==> src/rtl/irr_sync_capture_pkg.sv <==
// -----------------------------------------------------------------------------
// irr_sync_capture_pkg
// Shared constants and helpers for the interrupt request register:
//   TRIG_EDGE / TRIG_LEVEL : trig_mode bit encodings
//   MAX_IRQ / MAX_ID_W     : widest supported channel count / index width
//   win_t                  : result of the rotating-priority scan
//   rot_scan()             : first set bit of a vector, scanning upward from a
//                            base index with wrap-around
// -----------------------------------------------------------------------------
package irr_sync_capture_pkg;

  localparam logic TRIG_EDGE  = 1'b0;
  localparam logic TRIG_LEVEL = 1'b1;

  localparam int MAX_IRQ  = 32;
  localparam int MAX_ID_W = 5;

  typedef struct packed {
    logic                valid;
    logic [MAX_ID_W-1:0] id;
  } win_t;

  // Scan vec[0..n-1] starting at base, increasing index modulo n. An
  // out-of-range base restarts the scan at channel 0.
  function automatic win_t rot_scan(input logic [MAX_IRQ-1:0] vec,
                                    input int unsigned        base,
                                    input int unsigned        n);
    win_t        res;
    int unsigned start;
    int unsigned idx;
    res   = '0;
    start = (base >= n) ? 32'd0 : base;
    for (int k = 0; k < MAX_IRQ; k++) begin
      idx = start + int'(k);
      if (idx >= n) begin
        idx = idx - n;
      end else begin
        idx = idx;
      end
      if (!res.valid && (int'(k) < n) && vec[idx[MAX_ID_W-1:0]]) begin
        res.valid = 1'b1;
        res.id    = idx[MAX_ID_W-1:0];
      end else begin
        res = res;
      end
    end
    return res;
  endfunction

endpackage

==> src/rtl/irr_sync_capture_sync.sv <==
// -----------------------------------------------------------------------------
// irr_sync_capture_sync
// Single-bit multi-flop synchroniser for one asynchronous request line.
//   i_clk   : destination clock
//   i_rst_n : asynchronous active-low reset (chain cleared to 0)
//   i_d     : asynchronous input
//   o_q     : synchronised output (last stage)
// -----------------------------------------------------------------------------
module irr_sync_capture_sync #(
  parameter int SYNC_STAGES = 2
) (
  input  logic i_clk,
  input  logic i_rst_n,
  input  logic i_d,
  output logic o_q
);

  logic [SYNC_STAGES-1:0] r_chain;

  // Shift the raw input through the synchroniser chain.
  always_ff @(posedge i_clk or negedge i_rst_n) begin
    if (!i_rst_n) begin
      r_chain <= '0;
    end else begin
      r_chain <= {r_chain[SYNC_STAGES-2:0], i_d};
    end
  end

  assign o_q = r_chain[SYNC_STAGES-1];

endmodule

==> src/rtl/irr_sync_capture.sv <==
// -----------------------------------------------------------------------------
// irr_sync_capture
// Interrupt request register for an 8259-style PIC with per-channel edge or
// level triggering, edge buffering while frozen, and a masked rotating-
// priority winner.
//   i_clk, i_rst_n  : clock, asynchronous active-low reset
//   i_irq_in        : raw asynchronous request lines
//   i_trig_mode     : per channel 1 = level, 0 = rising edge
//   i_clear_irr     : one-cycle clear pulses from acknowledge logic
//   i_imr           : mask, 1 = excluded from int_req / winner
//   i_freeze        : blocks IRR sets during the acknowledge sequence
//   i_prio_base     : highest-priority channel (>= NUM_IRQ treated as 0)
//   o_irr_out       : registered IRR
//   o_int_req       : any unmasked pending bit
//   o_win_id        : highest-priority unmasked pending channel (0 if none)
//   o_win_valid     : same as o_int_req
// -----------------------------------------------------------------------------
module irr_sync_capture
  import irr_sync_capture_pkg::*;
#(
  parameter int NUM_IRQ     = 8,
  parameter int SYNC_STAGES = 2,
  parameter int ID_W        = $clog2(NUM_IRQ)
) (
  input  logic               i_clk,
  input  logic               i_rst_n,
  input  logic [NUM_IRQ-1:0] i_irq_in,
  input  logic [NUM_IRQ-1:0] i_trig_mode,
  input  logic [NUM_IRQ-1:0] i_clear_irr,
  input  logic [NUM_IRQ-1:0] i_imr,
  input  logic               i_freeze,
  input  logic [ID_W-1:0]    i_prio_base,
  output logic [NUM_IRQ-1:0] o_irr_out,
  output logic               o_int_req,
  output logic [ID_W-1:0]    o_win_id,
  output logic               o_win_valid
);

  logic [NUM_IRQ-1:0] w_sync;
  logic [NUM_IRQ-1:0] w_rise;
  logic [NUM_IRQ-1:0] w_irr_next;
  logic [NUM_IRQ-1:0] w_pend_next;
  logic [NUM_IRQ-1:0] w_masked;
  logic [MAX_IRQ-1:0] w_masked_ext;
  win_t               w_win;
  logic               w_unused_id;

  logic [NUM_IRQ-1:0] r_prev;
  logic [NUM_IRQ-1:0] r_edge_pend;
  logic [NUM_IRQ-1:0] r_irr;

  genvar g;
  generate
    for (g = 0; g < NUM_IRQ; g++) begin : g_sync
      irr_sync_capture_sync #(
        .SYNC_STAGES(SYNC_STAGES)
      ) u_sync (
        .i_clk  (i_clk),
        .i_rst_n(i_rst_n),
        .i_d    (i_irq_in[g]),
        .o_q    (w_sync[g])
      );
    end
  endgenerate

  // prev tracks the synchronised line in every mode, so a line that is
  // already high when a channel switches to edge mode produces no rise.
  assign w_rise = w_sync & ~r_prev;

  // Next IRR and edge-pending state per channel.
  always_comb begin
    w_irr_next  = r_irr;
    w_pend_next = '0;
    for (int i = 0; i < NUM_IRQ; i++) begin
      case (i_trig_mode[i])
        TRIG_EDGE: begin
          if (i_freeze) begin
            // Clears still act; new edges are parked until freeze drops.
            w_irr_next[i]  = r_irr[i] & ~i_clear_irr[i];
            w_pend_next[i] = r_edge_pend[i] | w_rise[i];
          end else begin
            // A set coinciding with a clear wins.
            w_irr_next[i]  = w_rise[i] | r_edge_pend[i] | (r_irr[i] & ~i_clear_irr[i]);
            w_pend_next[i] = 1'b0;
          end
        end
        TRIG_LEVEL: begin
          // Level channels never buffer, which also flushes any pending
          // edge when a channel is switched from edge to level.
          if (i_freeze) begin
            w_irr_next[i] = r_irr[i] & ~i_clear_irr[i];
          end else begin
            w_irr_next[i] = w_sync[i] & ~i_clear_irr[i];
          end
          w_pend_next[i] = 1'b0;
        end
        default: begin
          w_irr_next[i]  = 1'b0;
          w_pend_next[i] = 1'b0;
        end
      endcase
    end
  end

  // IRR, edge-pending and previous-sample registers.
  always_ff @(posedge i_clk or negedge i_rst_n) begin
    if (!i_rst_n) begin
      r_prev      <= '0;
      r_edge_pend <= '0;
      r_irr       <= '0;
    end else begin
      r_prev      <= w_sync;
      r_edge_pend <= w_pend_next;
      r_irr       <= w_irr_next;
    end
  end

  // Masked rotating-priority winner, combinational from the registered IRR.
  always_comb begin
    w_masked                   = r_irr & ~i_imr;
    w_masked_ext               = '0;
    w_masked_ext[NUM_IRQ-1:0]  = w_masked;
    w_win = rot_scan(w_masked_ext, int'(i_prio_base), int'(NUM_IRQ));
    if (w_win.valid) begin
      o_win_id = w_win.id[ID_W-1:0];
    end else begin
      o_win_id = '0;
    end
    o_int_req   = |w_masked;
    o_win_valid = |w_masked;
  end

  // Upper index bits are always zero for narrower configurations.
  assign w_unused_id = ^w_win.id;

  assign o_irr_out = r_irr;

endmodule

==> config.mk <==
export PLATFORM = sky130hd
export DESIGN_NAME = irr_sync_capture
export DESIGN_NICKNAME = d
export VERILOG_FILES = /design/src/rtl/irr_sync_capture_pkg.sv /design/src/rtl/irr_sync_capture_sync.sv /design/src/rtl/irr_sync_capture.sv
export SDC_FILE = /design/constraint.sdc
export NUM_CORES = 1
export LEC_CHECK = 0
export ABC_AREA = 1
export CORE_AREA = 2 2 70 72
export DETAILED_ROUTE_END_ITERATION = 10
export DIE_AREA = 0 0 72 74
export PLACE_DENSITY = 0.83
export SYNTH_ARGS = -nofsm -noshare
export SYNTH_HDL_FRONTEND = slang
export SYNTH_HIERARCHICAL = 1
export SYNTH_SLANG_ARGS = --single-unit
==> constraint.sdc <==
create_clock -name i_clk -period 2.4 [get_ports i_clk]
set_input_delay 0.24 -clock i_clk [delete_from_list [all_inputs] [get_ports i_clk]]
set_output_delay 0.24 -clock i_clk [all_outputs]
set_load 0.005 [all_outputs]
## Word-level counts from Yosys, hierarchy flattened

Cells that the tools add are included.

- $add $sub $neg: 15
- Multiply operators: 0
- Divide/modulo/power cells: 0
- Order comparisons: 16
- Eq/ne operators: 0
- Shift operators: 0
- Multiplexer cells: 73
- Bitwise gates (word level): 52
- Reductions and logical operators: 15

Operators with widths:

| operator | number |
|---|---|
| $lt A5 B6 Y1 const B | 8 |
| $mux W6 | 8 |
| $bmux W1 S5 | 8 |
| $mux W5 | 8 |
| $sub A4 B4 Y5 const B | 7 |
| $mux W1 | 32 |
| $pmux W1 S2 | 16 |
| $ge A4 B4 Y1 const B | 7 |
| $add A3 B3 Y4 const B | 4 |
| $and A1 B1 Y1 | 16 |
| $and A8 B8 Y8 | 2 |
| $not A1 Y1 | 16 |
| $not A8 Y8 | 2 |
| $or A1 B1 Y1 | 16 |
| $add A3 B2 Y4 const B | 2 |
| $reduce_or A8 Y1 | 1 |
| $logic_and A1 B1 Y1 | 7 |
| $logic_not A1 Y1 | 7 |
| $sub A3 B4 Y5 const B | 1 |
| $add A3 B1 Y4 const B | 1 |
| $ge A3 B4 Y1 const B | 1 |
| $mux W3 | 1 |

- Register bits: 40
- Bits in latches: 0
- Bits in writable memories: 0
- Memory bits (read-only): 0
- Input bits: 38
- Output and inout port bits: 13
- Logic and storage cells: 182
- Memories: 0

## Depth between registers and ports, before layout

- Word-level depth: 27
- Mapped depth: 16
- Mapped depth without buffers: 14

## Cells and area by module

The synthesis kept the hierarchy.

Modules (own cells, without submodules):

| module | times used | cells each | area each (µm²) | seq. area each (µm²) |
|---|---|---|---|---|
| irr_sync_capture | 1 | 246 | 1843.0 | 600.6 |
| irr_sync_capture_sync | 8 | 2 | 50.0 | 50.0 |

## Least setup slack after synthesis

Ideal clock, no wire load.

- Path type: in2out
- Start point: input i_prio_base[0]
- End point: output o_win_id[1]
- Arrival: 1953 ps
- Required time: 2160 ps
- Setup slack: 207 ps
- Stages: 15
- Buffers on the path: 2
- Cells stage by stage: buf_6 > inv_4 > buf_12 > ha_1 > inv_1 > nand3_2 > nand3_2 > nand2_4 > nor2_8 > nand4_4 > nor2_2 > nand3_2 > nand2_1 > nor2_1 > nor2_1

- Longest elaborated chain between the ends: 27
- Elaborated cells between the ends (all ways): 70
- Those cells by class: 15 x add/sub; 8 x order compare; 33 x mux; 14 x reduce/logical

Ends and longest elaborated chain:

| what | line | text |
|---|---|---|
| start: declaration | irr_sync_capture.sv:32 | `input logic [ID_W-1:0] i_prio_base,` |
| branches (longest 25 deep; another with $sub A4 B4 Y5) | -- |  |
| $mux W6 (*) | irr_sync_capture_pkg.sv:40 | `if (!res.valid && (int'(k) < n) && vec[idx[MAX_ID_W-1:0]]) begin` |
| $mux W3 (*) | irr_sync_capture.sv:124 | `if (w_win.valid) begin` |
| end: declaration | irr_sync_capture.sv:35 | `output logic [ID_W-1:0] o_win_id,` |

Mark *: on every way between the ends. The select of a mux whose other input is x is not followed.

## Final worst setup path

- Start point: input i_imr[1]
- End point: output o_win_id[0]

- Longest elaborated chain between the ends: 27
- Elaborated cells between the ends (all ways): 41
- Those cells by class: 25 x mux; 2 x bitwise; 14 x reduce/logical

Ends and longest elaborated chain:

| what | line | text |
|---|---|---|
| start: declaration | irr_sync_capture.sv:30 | `input logic [NUM_IRQ-1:0] i_imr,` |
| $not A8 Y8 (*) | irr_sync_capture.sv:120 | `w_masked = r_irr & ~i_imr;` |
| $and A8 B8 Y8 (*) | irr_sync_capture.sv:120 |  |
| $bmux W1 S5 | irr_sync_capture_pkg.sv:40 |  |
| $mux W1 (not written as such) | irr_sync_capture_pkg.sv:40 |  |
| $mux W6 | irr_sync_capture_pkg.sv:40 |  |
| $logic_not A1 Y1 | irr_sync_capture_pkg.sv:40 |  |
| $logic_and A1 B1 Y1 | irr_sync_capture_pkg.sv:40 |  |
| $mux W6 | irr_sync_capture_pkg.sv:40 |  |
| [... 11 more ...] | -- |  |
| $mux W6 | irr_sync_capture_pkg.sv:40 |  |
| $logic_not A1 Y1 | irr_sync_capture_pkg.sv:40 |  |
| $logic_and A1 B1 Y1 | irr_sync_capture_pkg.sv:40 |  |
| $mux W6 | irr_sync_capture_pkg.sv:40 |  |
| $logic_not A1 Y1 | irr_sync_capture_pkg.sv:40 |  |
| $logic_and A1 B1 Y1 | irr_sync_capture_pkg.sv:40 |  |
| $mux W6 (*) | irr_sync_capture_pkg.sv:40 |  |
| $mux W3 (*) | irr_sync_capture.sv:124 |  |

Every way passes the cells marked *; elsewhere a longest branch is shown, timed or not. The select of a mux whose other input is x is not followed.

==> key figures <==
Worst setup path
  – Reg2Reg Launch Point: o_irr_out[7]$_DFF_PN0_
  – CP Max Fanout: 5
  – Setup crit start kind: input port
  – FF-to-FF setup slack: 1.24 ns
  – Crit path DAT: 2.00 ns
  – Worst Reg2Reg Path Length in Cells: 5
  – Setup crit end kind: output port
  – Worst path required time: 2.16 ns
  – Crit Reg-Reg Endpoint: o_irr_out[7]$_DFF_PN0_
  – Worst setup path class: in -> out

Floorplan
  – Die H: 74 um
  – # IOs: 51
  – FP Rows: 25
  – Core area: 4598 sq um
  – Initial core utilization: 48.79%
  – Horiz. Die Dim: 72 um
  – DIE AREA: 5328 sq um

Logic synthesis
  – Synth top cells by count: dfrtp_1, nand2_1, inv_1, nand3_1, nor2_1
  – Synth cell types: 31
  – Post-Syn Area: 2243 sq um
  – Seq cells post-synth: 40
  – Prevailing post-synth register cell: dfrtp_1
  – Synth area leaders: dfrtp_1, nand3_1, nand2_1, nand3_2, inv_1
  – Syn_nets: 304
  – Synth area leader: dfrtp_1
  – Mapped Cells: 262
  – Yosys top cell area share: 44.62%
  – Mapped Avg Cell Area: 8.563 sq um
  – Most common cell in the synthesized netlist: dfrtp_1
  – Seq/Total Area, Yosys: 44.62%
  – Post-synth EDFFs: 0
  – Post-synth ARST share: 100.0%
  – Yosys Warn Count: 6

Placement
  – Final HPWL DP: 4.108 mm
  – Input/output buffers: 50
  – Post-Place Setup Slack: -0.6535 ns
  – Cells after DPL: 385
  – Placed Instance Area: 2940 sq um
  – RePlAce Congestion: 0.9745

Layout
  – Area Overhead vs Synth: 44.56%
  – # diodes: 0
  – Nets: 388
  – Final Instance Area: 3243 sq um
  – Share of cells above drive strength 1: 27.95%
  – Finished Layout Cells: 401

GRT
  – Grt ovf: 0
  – Initial antenna violation count: 0
  – Vias in the first global route: 2094
  – Largest net degree at the start of global routing: 41
  – First-pass GRT wire length: 9.052 mm
  – GRT Overall Usage: 22.27%

Outcome
  – Status: completed

STA
  – Tcrit/Tclk final: 93.39%
  – RSZ-0062 raised after global routing: yes
  – Max-slew violations: 0
  – Slew margin rel.: 43.47%
  – Tmin final: 2.241 ns
  – Slew @ Worst Pin: 0.8479 ns
  – Max frequency: 446.1 MHz
  – Fin Clk Skew: 0.006052 ns
  – Fin. Hold Viols: 0
  – Final setup violation count: 0
  – Final WS setup: 0.1585 ns
  – WHS: 0.05178 ns

Pwr
  – PwrDens: 540.8 nW/um^2
  – Max rail drop VDD: 0.4492 mV
  – Leakage: 1.528 nW

Route
  – # DRC: 0
  – Via count: 2144
  – 1st-iter DRT viols: 119
  – Routed Antenna Nets: 0
  – Wire per inst: 14.06 um
  – Total Wirelength: 5.637 mm
  – Vias per Instance: 5.347
  – DRT Pass-1 Iters: 5

Worst hold path
  – Hold/Removal Path Class: in -> async

CTS
  – H-tree Lvls: 2
  – Clock transition at path regs: 0.07 ns
  – # hold bufs at CTS: 0
  – Clock net sink count: 40
  – Root buffer cell: clkbuf_8
  – Worst-Skew Late Latency: 0.29 ns
  – CTS Buffer Depth: 2
  – Num CTS Buffers: 5
  – TritonCTS clock tree: built

Flow run
  – Maxcap violations: 0
[what timing repair did]
action                                  4_1_cts  5_1_grt
endpoints found under the setup margin        3        3
pin swaps                                     6       22
gates resized for setup                      26       32
setup buffers                                 6        2
cloned                                        0        0
endpoints found under the hold margin         0        0
[power breakdown]
group	internal (mW)	total, mW	switching [mW]
registers	0.712	0.739	0.0273
logic	0.275	0.567	0.293
clock network	0.234	0.447	0.213
total	1.22	1.75	0.533
[critical path: stages]
cell and delay (ns):
clkdlybuf4s50_1 0.48, inv_1 0.08, nand3_2 0.10, nand3_4 0.09, nand3_2 0.11, nand2_4 0.07
nor2_8 0.16, buf_6 0.12, nand2_1 0.05, nand2_2 0.07, o21ai_2 0.05, nor2_1 0.09
nand2_1 0.06, nand2_1 0.05, o21ai_1 0.06, clkbuf_2 0.11
[metal layers]
layer | wire, um | share of wire, % | track usage [%]
met5 | 0 | 0 | 0
met4 | 184 | 3.3 | 9.853
met3 | 253 | 4.5 | 4.065
met2 | 2915 | 52 | 40.43
met1 | 2283 | 41 | 25.91
[worst max path at each step]
stage	from	slack, ns	to
after floorplan	i_prio_base[0]	0.21	o_win_id[1]
after global placement	i_prio_base[0]	-0.53	o_win_id[1]
after detailed placement	i_prio_base[0]	-0.65	o_win_id[0]
after CTS	i_prio_base[1]	0.003	o_win_id[1]
after global routing	o_irr_out[7]$_DFF_PN0_	-0.03	o_win_id[0]
final	i_imr[1]	0.16	o_win_id[0]
[registers in the layout (all words and copies together) (netlist names)]
register	cells
r_edge_pend	8
r_prev	8
g_sync.u_sync/r_chain	16
o_irr_out	8
[cells in the final DEF (no fill, tap or decap), types with 2 or more instances in the layout]
cell and n:
a21oi_1 5, a311o_1 4, a31oi_1 2, buf_2 2
buf_4 29, buf_6 5, clkbuf_1 2, clkbuf_2 3
clkbuf_8 6, clkdlybuf4s50_1 43, dfrtp_1 38, dfrtp_2 2
ha_1 3, inv_1 29, inv_2 7, nand2_1 36
nand2_2 4, nand2_4 3, nand3_1 22, nand3_2 17
nand3_4 9, nor2_1 31, nor2_4 2, nor3_1 8
o21ai_0 11, o21ai_1 2, o31ai_1 8
[area by class of cell]
cell class,count,area [sq um]
timing repair buffer,84,749.5
clock buffer,8,90.09
multi-input combinational,178,1191
inverter,37,141.4
sequential,40,1003
fill,342,1355
tap,54,67.56
[cell families after synthesis]
group | synth area share (%)
xor gates and xnor gates | 0.7810
and+or+nand+nor | 32.57
DFF | 44.62
buffers and inverters | 9.035
AOI/OAI and AO/OA | 10.76
adders and majority gates | 2.231
[metrics by stage]
stage                      TNS, ns  power, mW  util (%)
after floorplan                  0      1.010         -
after global placement      -1.490      1.244     63.95
after detailed placement    -1.783      1.255     63.95
after CTS                        0      1.733     67.95
after global routing      -0.02949      1.851     70.53
final                            0      1.754     70.53
(Power assumes the default switching activity.)
